[src/rtl/sbox_share_seq.sv]
// Masked S-box sequencer: issues shared bytes to an external pipelined S-box,
// tracks tokens through a fixed-latency delay line, recombines the output shares
// and buffers the results in a first-word-fall-through FIFO.
module sbox_share_seq #(
  parameter int unsigned SHARES     = 2,
  parameter int unsigned LANES      = 1,
  parameter int unsigned LATENCY    = 4,
  parameter int unsigned FIFO_DEPTH = 8
) (
  input  logic                          ClkxCI,
  input  logic                          RstxBI,
  input  logic                          StartxSI,
  input  logic [7:0]                    BasexDI,
  input  logic [8:0]                    BeatsxDI,
  input  logic [8*(SHARES-1)*LANES-1:0] RandxDI,
  input  logic                          RandValidxSI,
  output logic [8*SHARES*LANES-1:0]     _XxDO,
  input  logic [8*SHARES*LANES-1:0]     _QxDI,
  output logic [8*LANES-1:0]            ResxDO,
  output logic [7:0]                    IdxxDO,
  output logic                          ResValidxSO,
  input  logic                          ResReadyxSI,
  output logic                          BusyxSO,
  output logic                          DonexSO
);

  localparam int unsigned CntW = $clog2(FIFO_DEPTH + 1);
  localparam int unsigned SumW = CntW + 1;
  localparam int unsigned PtrW = $clog2(FIFO_DEPTH);
  localparam int unsigned EntW = 8 * LANES + 8;

  typedef enum logic [1:0] {StIdle, StRun, StDrain, StDone} state_e;

  state_e            r_state, w_state_nxt;
  logic [7:0]        r_cur;
  logic [8:0]        r_rem;
  logic [CntW-1:0]   r_inflight;
  logic [CntW-1:0]   r_count;
  logic [PtrW-1:0]   r_wptr, r_rptr;
  logic              r_vld [LATENCY];
  logic [7:0]        r_idx [LATENCY];
  logic [EntW-1:0]   r_mem [FIFO_DEPTH];

  logic              w_start, w_issue, w_emerge, w_push, w_pop;
  logic [SumW-1:0]   w_occ;
  logic [8*LANES-1:0] w_res;
  logic [7:0]        w_acc, w_racc;

  function automatic logic [PtrW-1:0] ptr_inc(input logic [PtrW-1:0] p);
    if (p == PtrW'(FIFO_DEPTH - 1)) return '0;
    return p + PtrW'(1);
  endfunction

  assign w_start  = (r_state == StIdle) && StartxSI;
  assign w_occ    = SumW'(r_inflight) + SumW'(r_count);
  // Tokens in flight are counted against the FIFO so an emerging result always has a slot.
  assign w_issue  = (r_state == StRun) && (r_rem != 9'd0) && RandValidxSI &&
                    (w_occ < SumW'(FIFO_DEPTH));
  assign w_emerge = r_vld[LATENCY-1];
  assign w_push   = w_emerge;
  assign w_pop    = (r_count != '0) && ResReadyxSI;

  // State register
  always_ff @(posedge ClkxCI or negedge RstxBI) begin
    if (!RstxBI) r_state <= StIdle;
    else         r_state <= w_state_nxt;
  end

  // Next-state decode and status outputs
  always_comb begin
    w_state_nxt = r_state;
    BusyxSO     = 1'b0;
    DonexSO     = 1'b0;
    case (r_state)
      StIdle: if (StartxSI) w_state_nxt = StRun;
      StRun: begin
        BusyxSO = 1'b1;
        if (r_rem == 9'd0) w_state_nxt = StDrain;
      end
      StDrain: begin
        BusyxSO = 1'b1;
        if ((r_inflight == '0) && (r_count == '0)) w_state_nxt = StDone;
      end
      StDone: begin
        DonexSO     = 1'b1;
        w_state_nxt = StIdle;
      end
      default: w_state_nxt = StIdle;
    endcase
  end

  // Current byte and remaining-beat counter; zero beats means a full 256-beat run
  always_ff @(posedge ClkxCI or negedge RstxBI) begin
    if (!RstxBI) begin
      r_cur <= '0;
      r_rem <= '0;
    end else if (w_start) begin
      r_cur <= BasexDI;
      r_rem <= (BeatsxDI == 9'd0) ? 9'd256 : BeatsxDI;
    end else if (w_issue) begin
      r_cur <= r_cur + 8'(LANES);
      r_rem <= r_rem - 9'd1;
    end
  end

  // Share generation: share 0 is formed combinationally so x itself is never stored
  always_comb begin
    _XxDO = '0;
    w_acc = '0;
    if (w_issue) begin
      for (int l = 0; l < int'(LANES); l++) begin
        w_acc = r_cur + 8'(l);
        for (int s = 1; s < int'(SHARES); s++) begin
          _XxDO[(l*SHARES+s)*8 +: 8] = RandxDI[(l*(SHARES-1)+s-1)*8 +: 8];
          w_acc = w_acc ^ RandxDI[(l*(SHARES-1)+s-1)*8 +: 8];
        end
        _XxDO[l*SHARES*8 +: 8] = w_acc;
      end
    end
  end

  // Recombine the output shares of each lane
  always_comb begin
    w_res  = '0;
    w_racc = '0;
    for (int l = 0; l < int'(LANES); l++) begin
      w_racc = '0;
      for (int s = 0; s < int'(SHARES); s++) begin
        w_racc = w_racc ^ _QxDI[(l*SHARES+s)*8 +: 8];
      end
      w_res[l*8 +: 8] = w_racc;
    end
  end

  // Valid/index delay line matching the S-box latency
  always_ff @(posedge ClkxCI or negedge RstxBI) begin
    if (!RstxBI) begin
      for (int i = 0; i < int'(LATENCY); i++) begin
        r_vld[i] <= 1'b0;
        r_idx[i] <= '0;
      end
    end else begin
      r_vld[0] <= w_issue;
      r_idx[0] <= w_issue ? r_cur : 8'h00;
      for (int i = 1; i < int'(LATENCY); i++) begin
        r_vld[i] <= r_vld[i-1];
        r_idx[i] <= r_idx[i-1];
      end
    end
  end

  // In-flight counter and FIFO pointers/occupancy
  always_ff @(posedge ClkxCI or negedge RstxBI) begin
    if (!RstxBI) begin
      r_inflight <= '0;
      r_count    <= '0;
      r_wptr     <= '0;
      r_rptr     <= '0;
    end else begin
      r_inflight <= r_inflight + CntW'(w_issue) - CntW'(w_emerge);
      r_count    <= r_count + CntW'(w_push) - CntW'(w_pop);
      if (w_push) r_wptr <= ptr_inc(r_wptr);
      if (w_pop)  r_rptr <= ptr_inc(r_rptr);
    end
  end

  // FIFO storage; contents are masked at the output while empty, so no reset needed
  always_ff @(posedge ClkxCI) begin
    if (w_push) r_mem[r_wptr] <= {r_idx[LATENCY-1], w_res};
  end

  assign ResValidxSO      = (r_count != '0);
  assign {IdxxDO, ResxDO} = ResValidxSO ? r_mem[r_rptr] : '0;

endmodule

[config.mk]
export PLATFORM = sky130hd
export DESIGN_NAME = sbox_share_seq
export DESIGN_NICKNAME = d
export VERILOG_FILES = /design/src/rtl/sbox_share_seq.sv
export SDC_FILE = /design/constraint.sdc
export NUM_CORES = 1
export LEC_CHECK = 0
export CORE_UTILIZATION = 51
export CTS_CLUSTER_SIZE = 16
export DETAILED_ROUTE_END_ITERATION = 16
export HOLD_SLACK_MARGIN = 0.12
export PLACE_DENSITY_LB_ADDON = 0.2
export SKIP_LAST_GASP = 1
export SYNTH_ARGS = -nofsm -noshare
export SYNTH_HDL_FRONTEND = slang
export SYNTH_SLANG_ARGS = --single-unit
export TNS_END_PERCENT = 10
[constraint.sdc]
create_clock -name ClkxCI -period 2.8 [get_ports ClkxCI]
set_clock_uncertainty 0.05 [all_clocks]
set_input_delay 0.56 -clock ClkxCI [delete_from_list [all_inputs] [get_ports ClkxCI]]
set_output_delay 0.56 -clock ClkxCI [all_outputs]
set_load 0.1 [all_outputs]
=== Word-level counts from Yosys, hierarchy flattened ===
Memories as Yosys holds them, arrays and structs flattened.
Cells that the tools add are included.

* Add/subtract/negate cells: 9
* Magnitude comparators: 1
* Equality and inequality tests: 8
* Muxes and demuxes: 24
* Bitwise gates (word level): 2
* Reductions and logical operators: 16

{| class="wikitable"
|+ Operators with widths
! kind !! count
|-
| two-way mux 16 bit || 2
|-
| two-way mux 9 bit || 3
|-
| two-way mux 8 bit || 3
|-
| logical NOT 9 bit || 2
|-
| bitwise XOR 8 bit || 2
|-
| two-way mux 3 bit || 4
|-
| nonzero test 9 bit || 1
|-
| subtractor 9 x 1 -> 9 bit, second input constant || 1
|-
| adder 4 x 1 -> 4 bit || 2
|-
| adder 8 x 1 -> 8 bit, second input constant || 1
|-
| logical NOT 4 bit || 2
|-
| two-way mux 1 bit || 8
|-
| case mux 2 bit (4 select lines) || 1
|-
| subtractor 4 x 1 -> 4 bit || 2
|-
| adder 3 x 1 -> 3 bit, second input constant || 2
|-
| equality test 3 bit, second input constant || 2
|-
| logical AND 1 bit || 6
|-
| two-way mux 2 bit || 3
|-
| adder 4 x 4 -> 5 bit || 1
|-
| less-than comparator 5 x 4 -> 1 bit, second input constant || 1
|-
| equality test 2 bit, second input constant || 2
|-
| != test 2 bit, second input constant || 2
|-
| nonzero test 4 bit || 1
|-
| AND reduction 3 bit || 1
|-
| other kinds (5) || 5
|}

* Register bits: 69
* RAM bits: 128
* Input bits: 46
* Output and inout port bits: 35
* Word-level logic and storage cells: 76
* Memories kept: 1

{| class="wikitable"
|+ Memories
! name !! depth !! width !! rd ports !! clocked after memory_dff !! wr ports !! RTL line !! source
|-
| r_mem || 8 || 16 || 1 || 0 || 1 || 42 || <nowiki>logic [EntW-1:0] r_mem [FIFO_DEPTH];</nowiki>
|}

=== Logic depth before layout (Yosys ltp) ===
Gate-level depths: netlist of the first run.

* Depth after elaboration: 6
* Mapped depth: 12
* Gate-level depth less buffers: 12

=== Least setup slack after synthesis of the first run ===
Ideal clock, no wire load.

* Path type: reg-to-output
* Start point: register r_inflight[3]
* End point: output port _XxDO[0]
* Data arrival time: 3086 ps
* Required time: 2190 ps
* Path slack: -896 ps
* Cell stages (with the launch flop): 7
* Buffers on the path: 0
* Path through: dfrtp_1 > ha_1 > or4b_4 > a21o_1 > nor2_1 > clkinv_1 > nor2_1

* Longest elaborated chain between the ends: 4

{| class="wikitable"
|+ Ends and longest elaborated chain
! item !! RTL line !! source
|-
| start: declaration || 37 || <nowiki>logic [CntW-1:0] r_inflight;</nowiki>
|-
| start signal: assignment || 160 || <nowiki>r_inflight <= r_inflight + CntW'(w_issue) - CntW'(w_emerge);</nowiki>
|-
| adder 4 x 4 -> 5 bit || 55 || <nowiki>assign w_occ = SumW'(r_inflight) + SumW'(r_count);</nowiki>
|-
| less-than comparator 5 x 4 -> 1 bit || 58 || <nowiki>(w_occ < SumW'(FIFO_DEPTH));</nowiki>
|-
| logical AND 1 bit || 57 || <nowiki>assign w_issue = (r_state == StRun) && (r_rem != 9'd0) && RandValidxSI &&</nowiki>
|-
| named net w_issue || 44 || <nowiki>logic w_start, w_issue, w_emerge, w_push, w_pop;</nowiki>
|-
| two-way mux 16 bit || 110 || <nowiki>if (w_issue) begin</nowiki>
|-
| end: declaration || 17 || <nowiki>output logic [8*SHARES*LANES-1:0] _XxDO,</nowiki>
|}

The timed path passes the listed nets, and every way through them passes these cells.

=== Worst setup path after layout of the first run ===
* Start point: register r_inflight[3]
* End point: output port _XxDO[4]

Same word-level chain as after synthesis.

==> summary.md, run 1 <==
| Metric | Value |
|---|---|
| Detail Placement HPWL | 9910 um |
| Die footprint | roughly 17000 sq um |
| Clock-pin transition on the worst setup and hold timing paths | 0.07 ns |
| Warnings, synthesis | 0 |
| Largest vdd supply drop | 0.865 mV |
| Total Routing Usage GR | about a fifth |
| Total of max-cap violations | 0 |
| Number of failing setup endpoints in the final timing report | 18 |
| Share of synthesized area occupied by flip-flops and latches | about 70% |
| CP Capture Type | output port |
| Gpl congestion | 0.792 |
| Most common cell in the synthesized netlist | edfxtp_1 |
| Setup repair after global routing missed its margin | yes |
| Number of pins with negative max-slew slack in the final report | 0 |
| Final Worst Setup Slack | -0.263 ns |
| TritonCTS clock tree | yes |
| Arrival time reported for the critical path endpoint | 2.45 ns |
| Clock buffer depth | 2 |
| Leak pwr | approximately 4.1 nW |
| Number of enable flip-flop cells after synthesis | 128 |
| Worst slack after detailed placement | -0.337 ns |
| Post-route clock period utilization | 109% |
| Die Span X | 128 um |
| Async set or reset register ratio after synthesis | 35.0% |
| Flip-flop and latch count after synthesis | 197 |
| Initial antenna violation count | 0 |
| Number of fillers in the final layout | 1079 |
| Post-route DRC | 0 |
| Relative area change from synthesis to final layout | 29.4% |
| Required time worst endpoint | 2.19 ns |
| Reg-to-reg setup timing slack | ~0.010 ns |
| Wire length of the first global-routing pass | 25700 um |
| Routed wire length | 15700 um |
| Clock sink total | 197 |
| Main synth FF type | edfxtp_1 |
| Number of rows created at floorplan | 45 |
| Mean cell area of the mapped netlist | 16.0 sq um |
| Crit Path Category | flip-flop to output port |
| Overall overflow remaining after global route | 0 |
| Most area-hungry cell type in the Yosys netlist | edfxtp_1 |
| Worst min-delay path class | flip-flop to flip-flop |
| Distinct cell type count after synthesis | 44 |
| Result of the run | finished with violations |
| Number of primary I/O pins | 81 |
| Launch point of the worst reg-to-reg path | r_inflight[3] |
| Final ANT Viol Nets | 0 |
| Biggest area contributors in the synthesized netlist | edfxtp_1, dfrtp_1, mux4_2 |
| Pin slew with the least headroom to its limit | ~0.68 ns |
| Endpoint of the lowest-slack register-to-register path | r_inflight[2] |
| Achievable Freq | approximately 330 MHz |
| Clock buffer count from CTS | 17 |
| Diode insertion count for antenna repair | 0 |
| Core region area | 15400 sq um |
| Most frequent cells after synthesis | edfxtp_1, dfrtp_1, nor2_1 |
| Initial DRT Pass Iterations | 5 |
| Fraction of layout instances using a drive strength above 1 | 28.4% |
| Maximum fanout along the worst path | 9 |
| Post-synthesis instance area | 8160 sq um |
| Vias per Instance | 5.53 |
| Violations in the final reports | negative setup slack |
| Sort of element at the start of the critical path | flip-flop |
| End point of the worst hold path | r_idx[4] |
| Slew HR | between 50 and 60% |
| Total number of vias | 4689 |
| Number of DRC markers in iteration 0 | 296 |
| Syn_nets | 583 |
| Via count of the first global-routing pass | 5026 |
| Cells on worst reg2reg path | 10 |
| Drt wl/cell | 18.5 um |
| Worst skew pair latency | between 0.4 and 0.5 ns |
| Post-Syn Instances | slightly above 500 |
| Number of levels in the clock H-tree | 4 |
| Post-layout min period | between 3 and 4 ns |
| Tightest hold margin | 0.298 ns |
| Die extent in y | about 130 um |
| Areal power density over the cells | 1150 nW/um^2 |
| Initial Util | 52.9% |
| CTS root buf | clkbuf_16 |
| Maximum number of pins on one net before global-route repair | 70 |
| Final-report hold violation count | 0 |
| Total power of the final layout | 12.2 mW |
| Net count, final | 697 |
| Portion of synthesized cell area occupied by the leading cell type | between 40 and 50% |
| Worst Min Path Start | r_idx[12] |
| Input/output buffers | 80 |
| Hold depth | 0 |
cell type report:
class                   instances  area (sq um)  area share (%)
flip-flops and latches        197          5570            52.8
multi-input cells             265          2560            24.2
repair buffers                119          1490            14.1
clock buffers                  20           479            4.54
well taps                     211           264            2.50
clock inverters                12          98.8           0.936
inverters                      24          95.1           0.901
metal layers:
| metal | track usage (%) | share of wire, % |
|---|---|---|
| met1 | 25.7 | 41 |
| met5 | 0 | 0 |
| met2 | 37.0 | 52 |
| met4 | 8.10 | 1.2 |
| met3 | 4.37 | 5.4 |
power by group:
group          total (mW)  switching (mW)  internal (mW)
clock                2.35            1.02           1.33
sequential           3.86           0.356           3.50
combinational        5.95            3.60           2.35
total                12.2            4.98           7.18
cells in the final DEF, fill, tap and decap left out, types with 4 or more instances in the layout:
cell | netlist | routed
clkbuf_16 | 0 | 19
a21o_1 | 4 | 4
a31oi_1 | 11 | 11
nor2_2 | 0 | 9
or4_1 | 11 | 11
mux4_2 | 32 | 32
mux2_2 | 5 | 5
nand3_1 | 7 | 7
buf_4 | 0 | 32
xor2_1 | 11 | 11
nor2_1 | 46 | 28
buf_12 | 0 | 38
edfxtp_1 | 128 | 128
nand4_1 | 4 | 4
ha_1 | 25 | 25
inv_1 | 23 | 22
clkinv_2 | 0 | 5
and3_4 | 0 | 7
nor4_1 | 4 | 4
nor2_4 | 0 | 9
o31ai_1 | 7 | 7
nand2_1 | 16 | 16
xnor2_1 | 9 | 9
clkdlybuf4s50_1 | 0 | 44
mux2i_1 | 17 | 17
and3_1 | 16 | 9
dfrtp_1 | 69 | 68
worst max-delay path: stages, from the launching register on:
cell and delay [ns]:
dfrtp_1 0.38, ha_1 0.29, or4b_4 0.50, a21o_1 0.20, nor2_4 0.12, clkinv_4 0.07, buf_12 0.15, nor2_4 0.11
buf_12 0.18
worst max-delay path by stage:
stage	startpoint	to	slack, ns	cells past startpoint
floorplan	r_rptr[0]	ResxDO[3]	-0.38	5
global placement	RandValidxSI	r_inflight[2]	-0.29	10
detailed placement	RandValidxSI	r_inflight[2]	-0.34	10
CTS	r_inflight[3]	_XxDO[4]	-0.29	8
global route	r_inflight[3]	_XxDO[4]	-0.36	8
finish	r_inflight[3]	_XxDO[4]	-0.26	8
stage by stage:
stage / util [%] / instance area (sq um) / TNS [ns] / instances
6_report: 68.4 / 10600 / -4.01 / 848
5_1_grt: 68.4 / 10600 / -6.80 / 848
4_1_cts: 68.3 / 10500 / -4.94 / 846
3_5_place_dp: 63.7 / 9830 / -4.92 / 807
3_3_place_gp: 63.7 / 9830 / -3.92 / 807
2_1_floorplan: - / 8250 / -6.26 / 510
what timing repair did:
item	4_1_cts	5_1_grt
setup endpoints to repair	30	32
setup buffers	5	2
hold buffers	1	0
resized for setup	19	0
pin swaps	8	0
gates cloned	1	0
hold endpoints to repair	64	0
cells by family after synthesis:
| family | share of synthesized area (%) |
|---|---|
| compound gates | 3.82 |
| fa+ha+maj | 4.32 |
| buf+inv | 2.28 |
| simple gates | 7.54 |
| xor+xnor | 2.15 |
| mux | 11.6 |
| flops | 68.3 |
flip-flops by register name, summed over array words and instances, names as in the netlist:
| name | count |
|---|---|
| w_emerge | 1 |
| r_cur | 8 |
| r_vld | 3 |
| r_inflight | 4 |
| r_mem | 128 |
| r_state | 2 |
| r_wptr | 3 |
| r_idx | 32 |
| r_count | 4 |
| r_rptr | 3 |
| r_rem | 9 |
Note: power is estimated with default switching activity, not from simulation.
==> run 2, diff against run 1 <==
--- a/config.mk
+++ b/config.mk
@@ -5,6 +5,7 @@
 export SDC_FILE = /design/constraint.sdc
 export NUM_CORES = 1
 export LEC_CHECK = 0
+export CAP_MARGIN = 10
 export CORE_UTILIZATION = 51
 export CTS_CLUSTER_SIZE = 16
 export DETAILED_ROUTE_END_ITERATION = 16
==> results of run 2 <==
No change in the layout: final DEF, timing and power equal those of run 1.
==> RTL change: new RTL, flow settings as in run 1 <==
Encoding of `state_e`: now one-hot (4 bits for 4 states).
--- a/src/rtl/sbox_share_seq.sv
+++ b/src/rtl/sbox_share_seq.sv
@@ -30,5 +30,5 @@
   localparam int unsigned EntW = 8 * LANES + 8;
 
-  typedef enum logic [1:0] {StIdle, StRun, StDrain, StDone} state_e;
+  typedef enum logic [3:0] {StIdle = 4'b0001, StRun = 4'b0010, StDrain = 4'b0100, StDone = 4'b1000} state_e;
 
   state_e            r_state, w_state_nxt;
Check against the original RTL: no difference found for any inputs over 4 cycles, from zero or initial values and one cycle with RstxBI low; so few cycles prove little.
==> RTL change against run 1 <==
  * The run still ends with negative setup slack left
  * Critical path type unchanged
  * Design area decreased by 1.6%
  * Setup slack worse by 0.014 ns
  * Power fell by 10%
  * Die area is 0.73% lower
  * Sequential cell count rose by 2
  * Wire length is 2.0% lower
  * Largest power group unchanged
  * Clock power up 2%
  * Largest cell class unchanged
  * Area after synthesis shrank 0.74%
==> RTL change: results (changes against run 1) <==
----------------------------------------------------
[Timing]
  Finish-stage setup viols ... 18 (unchanged)
  Setup TNS Final ... -4.17 ns (was -4.01 ns)
  Worst Setup Slack, final ... -0.277 ns (was -0.263 ns)
  Max-slew headroom at the worst pin ... 0.589 (was 0.546)

[Detailed routing]
  Pre-antenna DRT Iters ... 4 (was 5)
  Number of vias per cell ... 5.42 (was 5.53)
  Initial drt markers ... 308 (was 296)

[Layout]
  Fraction of final layout cells with drive strength greater than 1 ... 0.250 (was 0.284)
  Filler Cells Inserted ... 1,038 (was 1,079)
  Nets@finish ... 682 (was 697)

[Status]
  Violated checks ... negative setup slack (unchanged)
  Result of the run ... complete, but fails checks (unchanged)

[Synthesis]
  Leading cell types by total area after synthesis ... sky130_fd_sc_hd__edfxtp_1 (47%), sky130_fd_sc_hd__dfrtp_1 (22%), sky130_fd_sc_hd__mux4_2 (8.9%), sky130_fd_sc_hd__ha_1 (3.1%), sky130_fd_sc_hd__mux2i_1 (2.0%) (was sky130_fd_sc_hd__edfxtp_1 (47%), sky130_fd_sc_hd__dfrtp_1 (21%), sky130_fd_sc_hd__mux4_2 (8.8%), sky130_fd_sc_hd__ha_1 (3.8%), sky130_fd_sc_hd__nor2_1 (2.1%))
  FFs w/ async S/R, synth ... 0.357 (was 0.350)
  Netlist cell types ... 46 (was 44)
  Syn Nets ... 572 (was 583)

[Pwr]
  Clock group power ... 0.00239 W (was 0.00235 W)
  IR Drop Worst-Case VDD ... 0.000827 V (was 0.000865 V)
  Internal power component ... 0.00661 W (was 0.00718 W)
  Reg power frac ... 0.348 (was 0.317)

[GRT]
  Global-route wire length before repair ... 24,700 um (was 25,700 um)
  Largest net degree at the start of global routing ... 27 (was 70)

[Placed design]
  Half-perimeter wire length after placement ... 9810 um (was 9910 um)
  Pre-CTS WS ... -0.317 ns (was -0.337 ns)

[CTS]
  Post-cts gate resize count ... 18 (was 19)

----------------------------------------------------
## RTL change: cell count changes in the layout (fill, tap and decap cells not counted), sizes merged, moves of 7 or more
cell   change
or4        -7
o21ai      +7
nand3      +9
a31oi      -7
## RTL change: per-stage QoR
stage	area (sq um)	std cells	total power, W
6_report	10400	838	0.0109
2_1_floorplan	8140	504	0.00687
5_1_grt	10400	838	0.0114
4_1_cts	10300	834	0.0109
3_3_place_gp	9670	801	0.00835
3_5_place_dp	9670	801	0.00846
## RTL change: layout make-up
type / count / area share
clock inverter: 15 / 0.0159
tap: 211 / 0.0254
sequential: 199 / 0.541
timing repair buffer: 113 / 0.137
clock buffer: 17 / 0.0409
multi-input combinational: 262 / 0.232
inverter: 21 / 0.00783
## RTL change: routing by layer
layer	global-route usage	vias to the layer above	wire (um)
li1	-	2113	-
met1	0.248	2308	6340
met2	0.363	108	8370
met3	0.0451	13	523
met4	0.0740	0	175
met5	0	-	0
## RTL change: final timing paths
| kind | from | to | slack (ns) |
|---|---|---|---|
| min in group asynchronous | RstxBI | r_idx[16] | 0.63 |
| worst min register to register | r_idx[27] | r_idx[19] | 0.30 |
| worst max-delay path | r_inflight[3] | _XxDO[5] | -0.28 |
| max in group asynchronous | RstxBI | r_state[0] | 1.27 |
| worst max register to register | r_inflight[3] | r_inflight[2] | 0.02 |
| worst min-delay path | r_idx[27] | r_idx[19] | 0.30 |
## RTL change: cells by family (layout without fill, tap and decap cells)
kind of cell	after synthesis	in the layout	share of synthesized area
and+or+nand+nor	126	126	0.0777
muxes	51	51	0.113
adders and majority gates	22	22	0.0358
xor gates and xnor gates	27	27	0.0292
buffers and inverters	43	166	0.0210
AOI/OAI and AO/OA	36	36	0.0292
DFF	199	199	0.694
